## config.mk

```make
export PLATFORM = sky130hd
export DESIGN_NAME = gmii_tx_framer
export DESIGN_NICKNAME = d
export VERILOG_FILES = /design/src/rtl/gmii_tx_framer.sv
export SDC_FILE = /design/constraint.sdc
export NUM_CORES = 1
export LEC_CHECK = 0
export CAP_MARGIN = 20
export CORE_ASPECT_RATIO = 0.8
export CORE_UTILIZATION = 54
export DETAILED_ROUTE_END_ITERATION = 8
export GPL_ROUTABILITY_DRIVEN = 0
export PLACE_DENSITY = 0.83
export SLEW_MARGIN = 40
export SYNTH_ARGS = -nofsm -noshare
export SYNTH_HDL_FRONTEND = slang
export SYNTH_SLANG_ARGS = --single-unit
```

## constraint.sdc

```tcl
create_clock -name txClk -period 2.25 [get_ports txClk]
set_input_delay 0.675 -clock txClk [delete_from_list [all_inputs] [get_ports txClk]]
set_output_delay 0.675 -clock txClk [all_outputs]
set_load 0.05 [all_outputs]
```

## src/rtl/gmii_tx_framer.sv

```systemverilog
// GMII transmit framer: wraps a byte stream in preamble/SFD, zero-pads short frames,
// appends the Ethernet FCS and enforces the inter-frame gap. Underrun aborts with one TxEr cycle.
module gmii_tx_framer #(
  parameter int IFG_CYCLES = 12,
  parameter int MIN_BYTES  = 60,
  parameter bit PAD_EN     = 1'b1
) (
  input  logic        txClk,
  input  logic        rst,
  input  logic [7:0]  dataIn,
  input  logic        validIn,
  input  logic        lastIn,
  output logic        readyOut,
  output logic [7:0]  gmiiTxd,
  output logic        gmiiTxEn,
  output logic        gmiiTxEr,
  output logic        busyOut,
  output logic [15:0] frameCntOut
);

  localparam logic [15:0] MIN_B    = 16'(MIN_BYTES);
  localparam logic [7:0]  IFG_LAST = 8'(IFG_CYCLES - 1);
  localparam logic [7:0]  PRE_LAST = 8'd6;

  typedef enum logic [3:0] {
    S_IDLE, S_PRE, S_SFD, S_DATA, S_PAD, S_FCS, S_ERR, S_DROP, S_IFG
  } state_t;

  // The state always names the phase of the byte currently on the wire.
  state_t        r_state, w_state;
  logic [7:0]    r_txd, w_txd;
  logic          r_txEn, w_txEn;
  logic          r_txEr, w_txEr;
  logic [7:0]    r_phase, w_phase;
  logic [31:0]   r_crc, w_crc;
  logic [15:0]   r_bytes, w_bytes;
  logic          r_last, w_last;
  logic [15:0]   r_frameCnt, w_frameCnt;
  logic [31:0]   w_fcs;
  logic          w_padNeeded;

  function automatic logic [31:0] crc_step(input logic [31:0] crc, input logic [7:0] d);
    logic [31:0] c;
    c = crc ^ {24'h0, d};
    for (int i = 0; i < 8; i++) begin
      c = c[0] ? ((c >> 1) ^ 32'hEDB88320) : (c >> 1);
    end
    return c;
  endfunction

  function automatic logic [15:0] sat_inc(input logic [15:0] v);
    return (v == 16'hFFFF) ? v : v + 16'd1;
  endfunction

  assign readyOut    = (r_state == S_SFD) || (r_state == S_DATA && !r_last) || (r_state == S_DROP);
  assign busyOut     = (r_state != S_IDLE);
  assign gmiiTxd     = r_txd;
  assign gmiiTxEn    = r_txEn;
  assign gmiiTxEr    = r_txEr;
  assign frameCntOut = r_frameCnt;
  assign w_fcs       = ~r_crc;
  assign w_padNeeded = PAD_EN && (r_bytes < MIN_B);

  always_ff @(posedge txClk) begin
    if (rst) begin
      r_state    <= S_IDLE;
      r_txd      <= 8'h00;
      r_txEn     <= 1'b0;
      r_txEr     <= 1'b0;
      r_phase    <= 8'd0;
      r_crc      <= 32'hFFFFFFFF;
      r_bytes    <= 16'd0;
      r_last     <= 1'b0;
      r_frameCnt <= 16'd0;
    end else begin
      r_state    <= w_state;
      r_txd      <= w_txd;
      r_txEn     <= w_txEn;
      r_txEr     <= w_txEr;
      r_phase    <= w_phase;
      r_crc      <= w_crc;
      r_bytes    <= w_bytes;
      r_last     <= w_last;
      r_frameCnt <= w_frameCnt;
    end
  end

  always_comb begin
    w_state    = r_state;
    w_txd      = 8'h00;
    w_txEn     = 1'b0;
    w_txEr     = 1'b0;
    w_phase    = r_phase;
    w_crc      = r_crc;
    w_bytes    = r_bytes;
    w_last     = r_last;
    w_frameCnt = r_frameCnt;
    case (r_state)
      S_IDLE: begin
        if (validIn) begin
          w_state = S_PRE;
          w_txd   = 8'h55;
          w_txEn  = 1'b1;
          w_phase = 8'd0;
          w_crc   = 32'hFFFFFFFF;
          w_bytes = 16'd0;
          w_last  = 1'b0;
        end
      end
      S_PRE: begin
        w_txEn = 1'b1;
        if (r_phase == PRE_LAST) begin
          w_state = S_SFD;
          w_txd   = 8'hD5;
        end else begin
          w_phase = r_phase + 8'd1;
          w_txd   = 8'h55;
        end
      end
      S_SFD, S_DATA: begin
        w_txEn = 1'b1;
        if (readyOut) begin
          if (validIn) begin
            w_state = S_DATA;
            w_txd   = dataIn;
            w_crc   = crc_step(r_crc, dataIn);
            w_bytes = sat_inc(r_bytes);
            w_last  = lastIn;
          end else begin
            // Nothing to send while the wire is committed: abort the frame.
            w_state = S_ERR;
            w_txEr  = 1'b1;
          end
        end else if (w_padNeeded) begin
          w_state = S_PAD;
          w_crc   = crc_step(r_crc, 8'h00);
          w_bytes = sat_inc(r_bytes);
        end else begin
          w_state = S_FCS;
          w_txd   = w_fcs[7:0];
          w_phase = 8'd0;
        end
      end
      S_PAD: begin
        w_txEn = 1'b1;
        if (w_padNeeded) begin
          w_crc   = crc_step(r_crc, 8'h00);
          w_bytes = sat_inc(r_bytes);
        end else begin
          w_state = S_FCS;
          w_txd   = w_fcs[7:0];
          w_phase = 8'd0;
        end
      end
      S_FCS: begin
        if (r_phase[1:0] == 2'd3) begin
          w_state = S_IFG;
          w_phase = 8'd0;
        end else begin
          w_txEn  = 1'b1;
          w_phase = r_phase + 8'd1;
          case (r_phase[1:0])
            2'd0:    w_txd = w_fcs[15:8];
            2'd1:    w_txd = w_fcs[23:16];
            default: w_txd = w_fcs[31:24];
          endcase
          // Count the frame as the final FCS byte is launched.
          if (r_phase[1:0] == 2'd2) w_frameCnt = r_frameCnt + 16'd1;
        end
      end
      S_ERR: begin
        w_phase = 8'd0;
        w_state = r_last ? S_IFG : S_DROP;
      end
      S_DROP: begin
        if (validIn && lastIn) begin
          w_state = S_IFG;
          w_phase = 8'd0;
        end
      end
      S_IFG: begin
        if (r_phase == IFG_LAST) begin
          // A waiting frame starts right as the gap ends, keeping back-to-back spacing exact.
          if (validIn) begin
            w_state = S_PRE;
            w_txd   = 8'h55;
            w_txEn  = 1'b1;
            w_phase = 8'd0;
            w_crc   = 32'hFFFFFFFF;
            w_bytes = 16'd0;
            w_last  = 1'b0;
          end else begin
            w_state = S_IDLE;
          end
        end else begin
          w_phase = r_phase + 8'd1;
        end
      end
      default: w_state = S_IDLE;
    endcase
  end

endmodule

```

Word level (Yosys, flattened, before mapping)
Cells that the tools add are included.
{"block": "word_totals", "ff_bits": 87, "out_inout_bits": 28, "word_cells": 146}
{"block": "op_classes", "add_sub_neg": 3, "order_cmp": 1, "n_eq_ne": 25, "mux": 68, "n_bitwise": 21, "n_reduce_logical": 19}
{"op": "32-bit 2-to-1 mux", "n": 21}
{"op": "13-bit inverter with 14-bit output", "n": 16}
{"op": "32-bit one-hot mux with 4 select lines", "n": 1}
{"op": "16-bit 2-to-1 mux", "n": 6}
{"op": "8-bit 2-to-1 mux", "n": 12}
{"op": "16-bit one-hot mux with 4 select lines", "n": 1}
{"op": "8-bit one-hot mux with 8 select lines", "n": 1}
{"op": "8-bit one-hot mux with 6 select lines", "n": 1}
{"op": "16-bit by 1-bit adder with 16-bit output, second input constant", "n": 2}
{"op": "4-bit 2-to-1 mux", "n": 8}
{"op": "32-bit inverter", "n": 1}
{"op": "4-bit one-hot mux with 8 select lines", "n": 1}
{"op": "32-bit by 8-bit bitwise XOR with 32-bit output", "n": 1}
{"op": "2-bit inequality test, second input constant", "n": 9}
{"op": "16-bit equality test, second input constant", "n": 1}
{"op": "4-bit by 3-bit equality test with 1-bit output, second input constant", "n": 4}
{"op": "16-bit by 6-bit less-than comparator with 1-bit output, second input constant", "n": 1}
{"op": "8-bit one-hot mux with 2 select lines", "n": 1}
{"op": "7-bit 2-to-1 mux", "n": 2}
{"op": "1-bit 2-to-1 mux", "n": 10}
{"op": "8-bit by 1-bit adder with 8-bit output, second input constant", "n": 1}
{"op": "4-bit by 2-bit equality test with 1-bit output, second input constant", "n": 2}
{"op": "8-bit by 3-bit equality test with 1-bit output, second input constant", "n": 1}
{"op": "8-bit by 4-bit equality test with 1-bit output, second input constant", "n": 1}
{"op": "other kinds (24)", "n": 32}

Logic depth before layout (Yosys ltp)
Gate-level depths: netlist of the first run.
{"block": "logic_depth", "depth_word": 20, "mapped_depth": 9, "depth_no_buf": 8}

Worst setup path before layout of the first run
OpenSTA, ideal clock, no wires.
{"block": "synth_timing", "path_kind": "register to output", "startpoint": "reg r_state[2]", "endpoint": "out readyOut", "arrival_time_ns": 1.954, "t_required_ns": 1.575, "setup_slack_ns": -0.379, "path_stages_with_launch": 5, "cell_sequence": "dfxtp_1 -> buf_2 -> clkbuf_1 -> nor2_1 -> nor3b_1"}
{"block": "synth_between", "elab_chain_cells": 4}
{"element": "from (decl)", "line": "30", "text": "state_t r_state, w_state;"}
{"element": "from (signal assigned)", "line": "76", "text": "r_state <= w_state;"}
{"element": "4-bit by 2-bit equality test with 1-bit output", "line": "55", "text": "assign readyOut = (r_state == S_SFD) || (r_state == S_DATA && !r_last) || (r_state == S_DROP);"}
{"element": "1-bit logical AND", "line": "55"}
{"element": "1-bit logical OR", "line": "55"}
{"element": "1-bit logical OR (*)", "line": "55"}
{"element": "to (decl)", "line": "13", "text": "output logic readyOut,"}
Every way passes the cells marked *; elsewhere a longest branch is shown, timed or not.

Final worst setup path of the first run
{"block": "layout_timing", "startpoint": "reg r_phase[6]", "endpoint": "reg r_crc[21]"}
{"block": "layout_between", "elab_chain_cells": 3}
{"element": "from (decl)", "line": "34", "text": "logic [7:0] r_phase, w_phase;"}
{"element": "from (signal assigned)", "line": "80", "text": "r_phase <= w_phase;"}
{"element": "8-bit by 4-bit equality test with 1-bit output", "line": "182", "text": "if (r_phase == IFG_LAST) begin"}
{"element": "2-bit inequality test (no line)"}
{"element": "3-bit AND reduction (no line)"}
{"element": "to (signal assigned)", "line": "81", "text": "r_crc <= w_crc;"}
{"element": "to (decl)", "line": "35", "text": "logic [31:0] r_crc, w_crc;"}
Every way passes these cells.
A chain may end at the register's enable or synchronous reset.

==> flow_metrics.env, run 1 <==
export IMPL_status="finished, violations left"
export IMPL_failed_checks="negative setup slack"
export IMPL_synth_cells=735
export IMPL_yosysTopAreaCell="dfxtp_1"
export IMPL_place_inst=985
export IMPL_slew_limit_headroom_pct=54.6
export IMPL_cts_sinks=87
export IMPL_maxCapViolCount=0
export IMPL_path_max_fanout=7
export IMPL_grt_pass1_vias=6286
export IMPL_yosysWarnings=0
export IMPL_hold_violations=0
export IMPL_grt_max_degree=28
export IMPL_cp_end_kind="register"
export IMPL_drt_iter0_markers=1411
export IMPL_drt_total_wl_mm=22.8
export IMPL_synth_seq_cells=87
export IMPL_die_w_um=120
export IMPL_multi_input_area_um2=4250
export IMPL_ctsHtreeMaxLevel=3
export IMPL_clock_fmax_mhz=418
export IMPL_syn_num_nets=754
export IMPL_min_period_ns=2.39
export IMPL_slew_violations=0
export IMPL_die_area_um2=11500
export IMPL_drt_first_pass_iters=7
export IMPL_setup_slack_ns=-0.143
export IMPL_antenna_found_initial=0
export IMPL_cts_made_buffers=9
export IMPL_worstMarginPinSlew_ns=0.681
export IMPL_register_area_um2=1750
export IMPL_gr_total_overflow=0
export IMPL_synthTopCellsByCount="xnor2_1, dfxtp_1, a21oi_1"
export IMPL_path_class="register to register"
export IMPL_vias=6994
export IMPL_io_buffers=39
export IMPL_cts_tree="yes"
export IMPL_drc=0
export IMPL_pwr_share_clk_pct=13.4
export IMPL_yosysSeqAreaShare_pct=29.1
export IMPL_pwr_share_comb_pct=67.2
export IMPL_p_int_mw=6.53
export IMPL_final_area_um2=8110
export IMPL_num_rows=34
export IMPL_initial_core_util_pct=55.3
export IMPL_setup_viol=27
export IMPL_fin_skew_ns=0.0120
export IMPL_synthFlopType="dfxtp_1"
export IMPL_min_period_over_period_pct=106
export IMPL_antennaDiodeCount=0
export IMPL_cts_buffer_depth=2
export IMPL_worstPathArrival_ns=2.62
export IMPL_fillCellCount=713
export IMPL_hold_buffers=0
export IMPL_stdcell_count=1017
export IMPL_io_pins=40
export IMPL_area_growth_pct=35.3
export IMPL_rsz0062_at_grt="yes"
export IMPL_ys_top_cells_by_area="dfxtp_1, xnor2_1, a21oi_1"
export IMPL_min_path_type="register to register"
export IMPL_coreArea_um2=10800
export IMPL_clk_latency_ns=0.35
export IMPL_ir_drop_v=0.000795
export IMPL_switching_share_pct=44.9
export IMPL_switching_power_mw=5.32
export IMPL_fp_dieH_um=96.2
export IMPL_async_reset_ff_share_pct=0
export IMPL_synth_cell_types=69
export IMPL_nets=889
export IMPL_syn_area_per_cell_um2=8.16
export IMPL_yosysMostFrequentCell="xnor2_1"
export IMPL_synth_edff_count=0
export IMPL_seq_power_share_pct=19.4
export IMPL_tns_ns=-1.13
export IMPL_cts_root_buffer="clkbuf_16"
export IMPL_grt_pass1_wl_mm=32.0
export IMPL_clkTransAtPathRegs_ns=0.07
export IMPL_netlist_area_leader_share_pct=29.1
export IMPL_place_hpwl_mm=14.5
export IMPL_powerDensity_nw_per_um2=1460
export IMPL_p_leak_nw=3.29
export IMPL_ant_nets=0
export IMPL_grtUsageTotal_pct=35.9
export IMPL_critPathRequiredTime_ns=2.47
export IMPL_vias_per_cell=6.88
export IMPL_startpoint_type="register"
export IMPL_dpl_cell_area_um2=7300
export IMPL_post_drt_wl_per_cell_um=22.4
export IMPL_drive_gt1_share_pct=25.5
export IMPL_syn_cell_area_um2=5990
==> routing by layer <==
layer  GRT usage, %  vias to the layer above  part of all wire, %
met5              0                        -                    0
met4           18.1                        0                  6.8
met3           10.5                      193                   14
met2           56.8                      632                   44
met1           44.7                     3235                   36
li1               -                     2934                    -
==> timing repair <==
item | 4_1_cts | 5_1_grt
setup buffers | 7 | 9
pin swaps | 2 | 31
gates resized for setup | 29 | 67
cloned | 0 | 4
endpoints found under the setup margin | 54 | 67
==> registers in the layout, indices dropped and copies added, names as in the netlist <==
name	cells
r_crc	32
frameCntOut	16
r_bytes	16
gmiiTxd	8
r_phase	8
r_state	4
gmiiTxEn	1
gmiiTxEr	1
r_last	1
==> power by group through the flow <==
stage | Clock (mW) | Combinational [mW] | Sequential [mW]
2_1_floorplan | 0 | 4.49 | 2.17
3_3_place_gp | 0 | 6.56 | 2.23
3_5_place_dp | 0 | 6.80 | 2.25
4_1_cts | 1.58 | 7.08 | 2.23
5_1_grt | 1.65 | 8.26 | 2.31
6_report | 1.59 | 7.96 | 2.30
==> area by class of cell <==
type	instances	area share (%)
multi-input combinational	575	52.4
inverter	19	0.879
clock inverter	4	0.895
timing repair buffer	178	19.2
clock buffer	10	2.82
sequential	87	21.6
tap	144	2.22
==> logic make-up after synthesis <==
| kind of cell | after synthesis | share of synthesized area [%] |
|---|---|---|
| AO/OA/AOI/OAI | 216 | 24.5 |
| XOR/XNOR | 134 | 20.8 |
| adder cells (fa/ha/maj) | 7 | 1.46 |
| buffers and inverters | 73 | 5.07 |
| flip-flops | 87 | 29.1 |
| multiplexers | 4 | 0.689 |
| AND/OR/NAND/NOR | 214 | 18.4 |
==> path summary, 6_finish.rpt <==
check / slack (ns) / endpoint / start / cells after the start
worst min-delay path: 0.54 / frameCntOut[5] / frameCntOut[5] / 2
worst max-delay path: -0.14 / r_crc[21] / r_phase[6] / 8
worst min register to register: 0.54 / frameCntOut[5] / frameCntOut[5] / 2
worst max register to register: -0.14 / r_crc[21] / r_phase[6] / 8
==> critical path, cell delays in order, from the launching register on <==
cell	delay, ns
dfxtp_2	0.32
or4_4	0.56
o311ai_4	0.34
buf_6	0.16
o31a_4	0.20
nand2_8	0.10
buf_12	0.16
a221oi_2	0.30
o21ai_1	0.13
==> cell usage in the layout (no fill, tap or decap), types with 5 or more instances in the layout <==
cell type | synthesis | layout
a21oi_1 | 61 | 57
a221o_1 | 17 | 16
a221oi_1 | 13 | 9
a22oi_1 | 6 | 6
a31oi_1 | 8 | 8
a41oi_1 | 6 | 6
and3_1 | 11 | 10
buf_4 | 4 | 127
buf_6 | 0 | 7
clkbuf_16 | 0 | 11
clkdlybuf4s50_1 | 0 | 14
dfxtp_1 | 87 | 81
dfxtp_2 | 0 | 6
dlygate4sd2_1 | 0 | 6
dlymetal6s2s_1 | 0 | 14
ha_1 | 7 | 6
inv_1 | 19 | 19
nand2_1 | 32 | 32
nand2b_1 | 12 | 12
nand3_1 | 25 | 25
nand4_1 | 7 | 7
nor2_1 | 56 | 55
nor3_1 | 20 | 18
nor4_1 | 5 | 5
o211ai_1 | 5 | 5
o21ai_0 | 46 | 39
o21ai_1 | 0 | 6
o221ai_1 | 9 | 8
o22ai_1 | 9 | 9
o31ai_1 | 6 | 5
or2_2 | 9 | 9
or3_1 | 9 | 9
xnor2_1 | 97 | 84
xnor2_2 | 1 | 11
xor2_1 | 32 | 28
==> stage by stage <==
step | total power, mW | hold WS (ns) | util, % | setup slack, ns
2_1_floorplan | 6.66 | 0.480 | - | -0.0179
3_3_place_gp | 8.79 | 0.484 | 67.3 | -0.508
3_5_place_dp | 9.05 | 0.514 | 67.3 | -0.582
4_1_cts | 10.9 | 0.530 | 71.5 | 0.000355
5_1_grt | 12.2 | 0.552 | 74.8 | -0.184
6_report | 11.9 | 0.537 | 74.8 | -0.143
Note: power is estimated with default switching activity, not from simulation.
==> run 2: changes to the inputs <==
- GPL_ROUTABILITY_DRIVEN: 0 -> unset
==> flow_metrics.env, run 2 (synthesis results as in run 1) <==
export IMPL_status="finished, violations left"
export IMPL_failed_checks="negative setup slack"
export IMPL_io_buffers=39
export IMPL_pwr_share_clk_pct=13.5
export IMPL_clkTransAtPathRegs_ns=0.06
export IMPL_drive_gt1_share_pct=28.3
export IMPL_ctsHtreeMaxLevel=3
export IMPL_path_class="register to register"
export IMPL_hold_buffers=0
export IMPL_drt_total_wl_mm=22.6
export IMPL_switching_share_pct=44.6
export IMPL_mostFrequentLayoutCell="buf_4"
export IMPL_cts_sinks=87
export IMPL_slew_limit_headroom_pct=53.7
export IMPL_clk_latency_ns=0.35
export IMPL_startpoint_type="register"
export IMPL_grt_pass1_vias=5960
export IMPL_final_area_um2=8400
export IMPL_antenna_found_initial=0
export IMPL_vias_per_cell=6.59
export IMPL_min_period_over_period_pct=102
export IMPL_power_mw=12.3
export IMPL_ant_nets=0
export IMPL_place_hpwl_mm=14.8
export IMPL_post_drt_wl_per_cell_um=22.1
export IMPL_maxCapViolCount=0
export IMPL_setup_viol=5
export IMPL_setup_slack_ns=-0.0525
export IMPL_die_area_um2=11500
export IMPL_worstPathArrival_ns=2.59
export IMPL_powerDensity_nw_per_um2=1460
export IMPL_switching_power_mw=5.47
export IMPL_antennaDiodeCount=0
export IMPL_seq_power_share_pct=18.4
export IMPL_num_rows=34
export IMPL_critPathRequiredTime_ns=2.54
export IMPL_hold_violations=0
export IMPL_cts_buffer_depth=2
export IMPL_cts_made_buffers=9
export IMPL_final_cell_mix="buf_4, dfxtp_1, xnor2_1"
export IMPL_worstMarginPinSlew_ns=0.694
export IMPL_vias=6745
export IMPL_grtUsageTotal_pct=36.7
export IMPL_largest_register_ffs=32
export IMPL_ff2ff_path_depth=6
export IMPL_clock_fmax_mhz=434
export IMPL_grt_pass1_wl_mm=32.3
export IMPL_drt_iter0_markers=915
export IMPL_drt_first_pass_iters=6
export IMPL_path_max_fanout=3
export IMPL_slew_violations=0
export IMPL_gp_congestion=1.04
export IMPL_min_path_type="register to register"
export IMPL_initial_core_util_pct=55.3
export IMPL_ir_drop_v=0.000746
export IMPL_fp_dieH_um=96.2
export IMPL_top_register="r_crc"
export IMPL_gr_total_overflow=0
export IMPL_die_w_um=120
export IMPL_fin_skew_ns=0.00698
export IMPL_coreArea_um2=10800
export IMPL_min_period_ns=2.30
export IMPL_pwr_share_comb_pct=68.1
export IMPL_grt_max_degree=25
export IMPL_place_ws_ns=-0.698
export IMPL_cp_end_kind="register"
export IMPL_io_pins=40
export IMPL_rsz0062_at_grt="yes"
export IMPL_p_int_mw=6.81
export IMPL_area_growth_pct=40.2
export IMPL_p_leak_nw=3.32
export IMPL_postLayoutCoreUtil_pct=77.5
export IMPL_dpl_cell_area_um2=7360
export IMPL_drc=0
export IMPL_cts_root_buffer="clkbuf_16"
export IMPL_nets=893
export IMPL_hold_path_depth=2
export IMPL_cts_tree="yes"
-- run 2: cell count changes in the layout (fill, tap and decap cells not counted), sizes merged --
cell,before,now
clkbuf,13,14
clkinv,1,2
dlymetal6s2s,14,10
dlygate4sd2,6,10
clkdlybuf4s50,14,16
buf,140,142
-- run 2: layer usage --
metal | GRT usage (%) | vias up | wire, um
met1 | 48.4 | 3192 | 8760
met3 | 8.65 | 83 | 2750
met2 | 58.7 | 522 | 10300
met4 | 13.4 | 0 | 742
met5 | 0 | - | 0
li1 | - | 2948 | -
-- run 2: worst paths after layout --
check	start	endpoint	slack, ns
worst max-delay path	r_phase[7]	r_state[2]	-0.05
worst min-delay path	frameCntOut[6]	frameCntOut[6]	0.51
worst max register to register	r_phase[7]	r_state[2]	-0.05
worst min register to register	frameCntOut[6]	frameCntOut[6]	0.51
-- run 2: power by group through the flow --
stage | logic [mW] | clock network, mW | registers (mW)
after floorplan | 4.49 | 0 | 2.17
after global placement | 6.62 | 0 | 2.22
after detailed placement | 6.78 | 0 | 2.23
after CTS | 7.36 | 1.67 | 2.20
after global routing | 8.72 | 1.73 | 2.27
final | 8.36 | 1.66 | 2.25
-- run 2: through the flow --
stage / setup TNS [ns] / hold slack [ns] / cells
2_1_floorplan: -0.0179 / 0.480 / 735
3_3_place_gp: -20.82 / 0.485 / 985
3_5_place_dp: -23.47 / 0.506 / 985
4_1_cts: -0.00904 / 0.519 / 1012
5_1_grt: -0.594 / 0.547 / 1023
6_report: -0.160 / 0.513 / 1023
-- run 2: area by class of cell --
type | count | area, um2
Multi-Input combinational cell | 575 | 4410
Fill cell | 719 | 2450
Sequential cell | 87 | 1740
Timing Repair Buffer | 182 | 1670
Clock buffer | 11 | 243
Tap cell | 144 | 180
Clock inverter | 5 | 81.3
Inverter | 19 | 71.3
-- run 2: critical path, cell delays in order, from the launching register on --
cell and delay (ns):
dfxtp_2 0.32, or4_4 0.56, o311ai_4 0.34, buf_4 0.18, or2b_1 0.23, or4_4 0.48
a21oi_2 0.12
-- run 2: timing repair --
action,in CTS,in global routing
pin swaps,5,35
buffers inserted,11,8
setup endpoints to repair,52,52
endpoints found under the hold margin,0,0
resized for setup,42,76
cloned,0,4
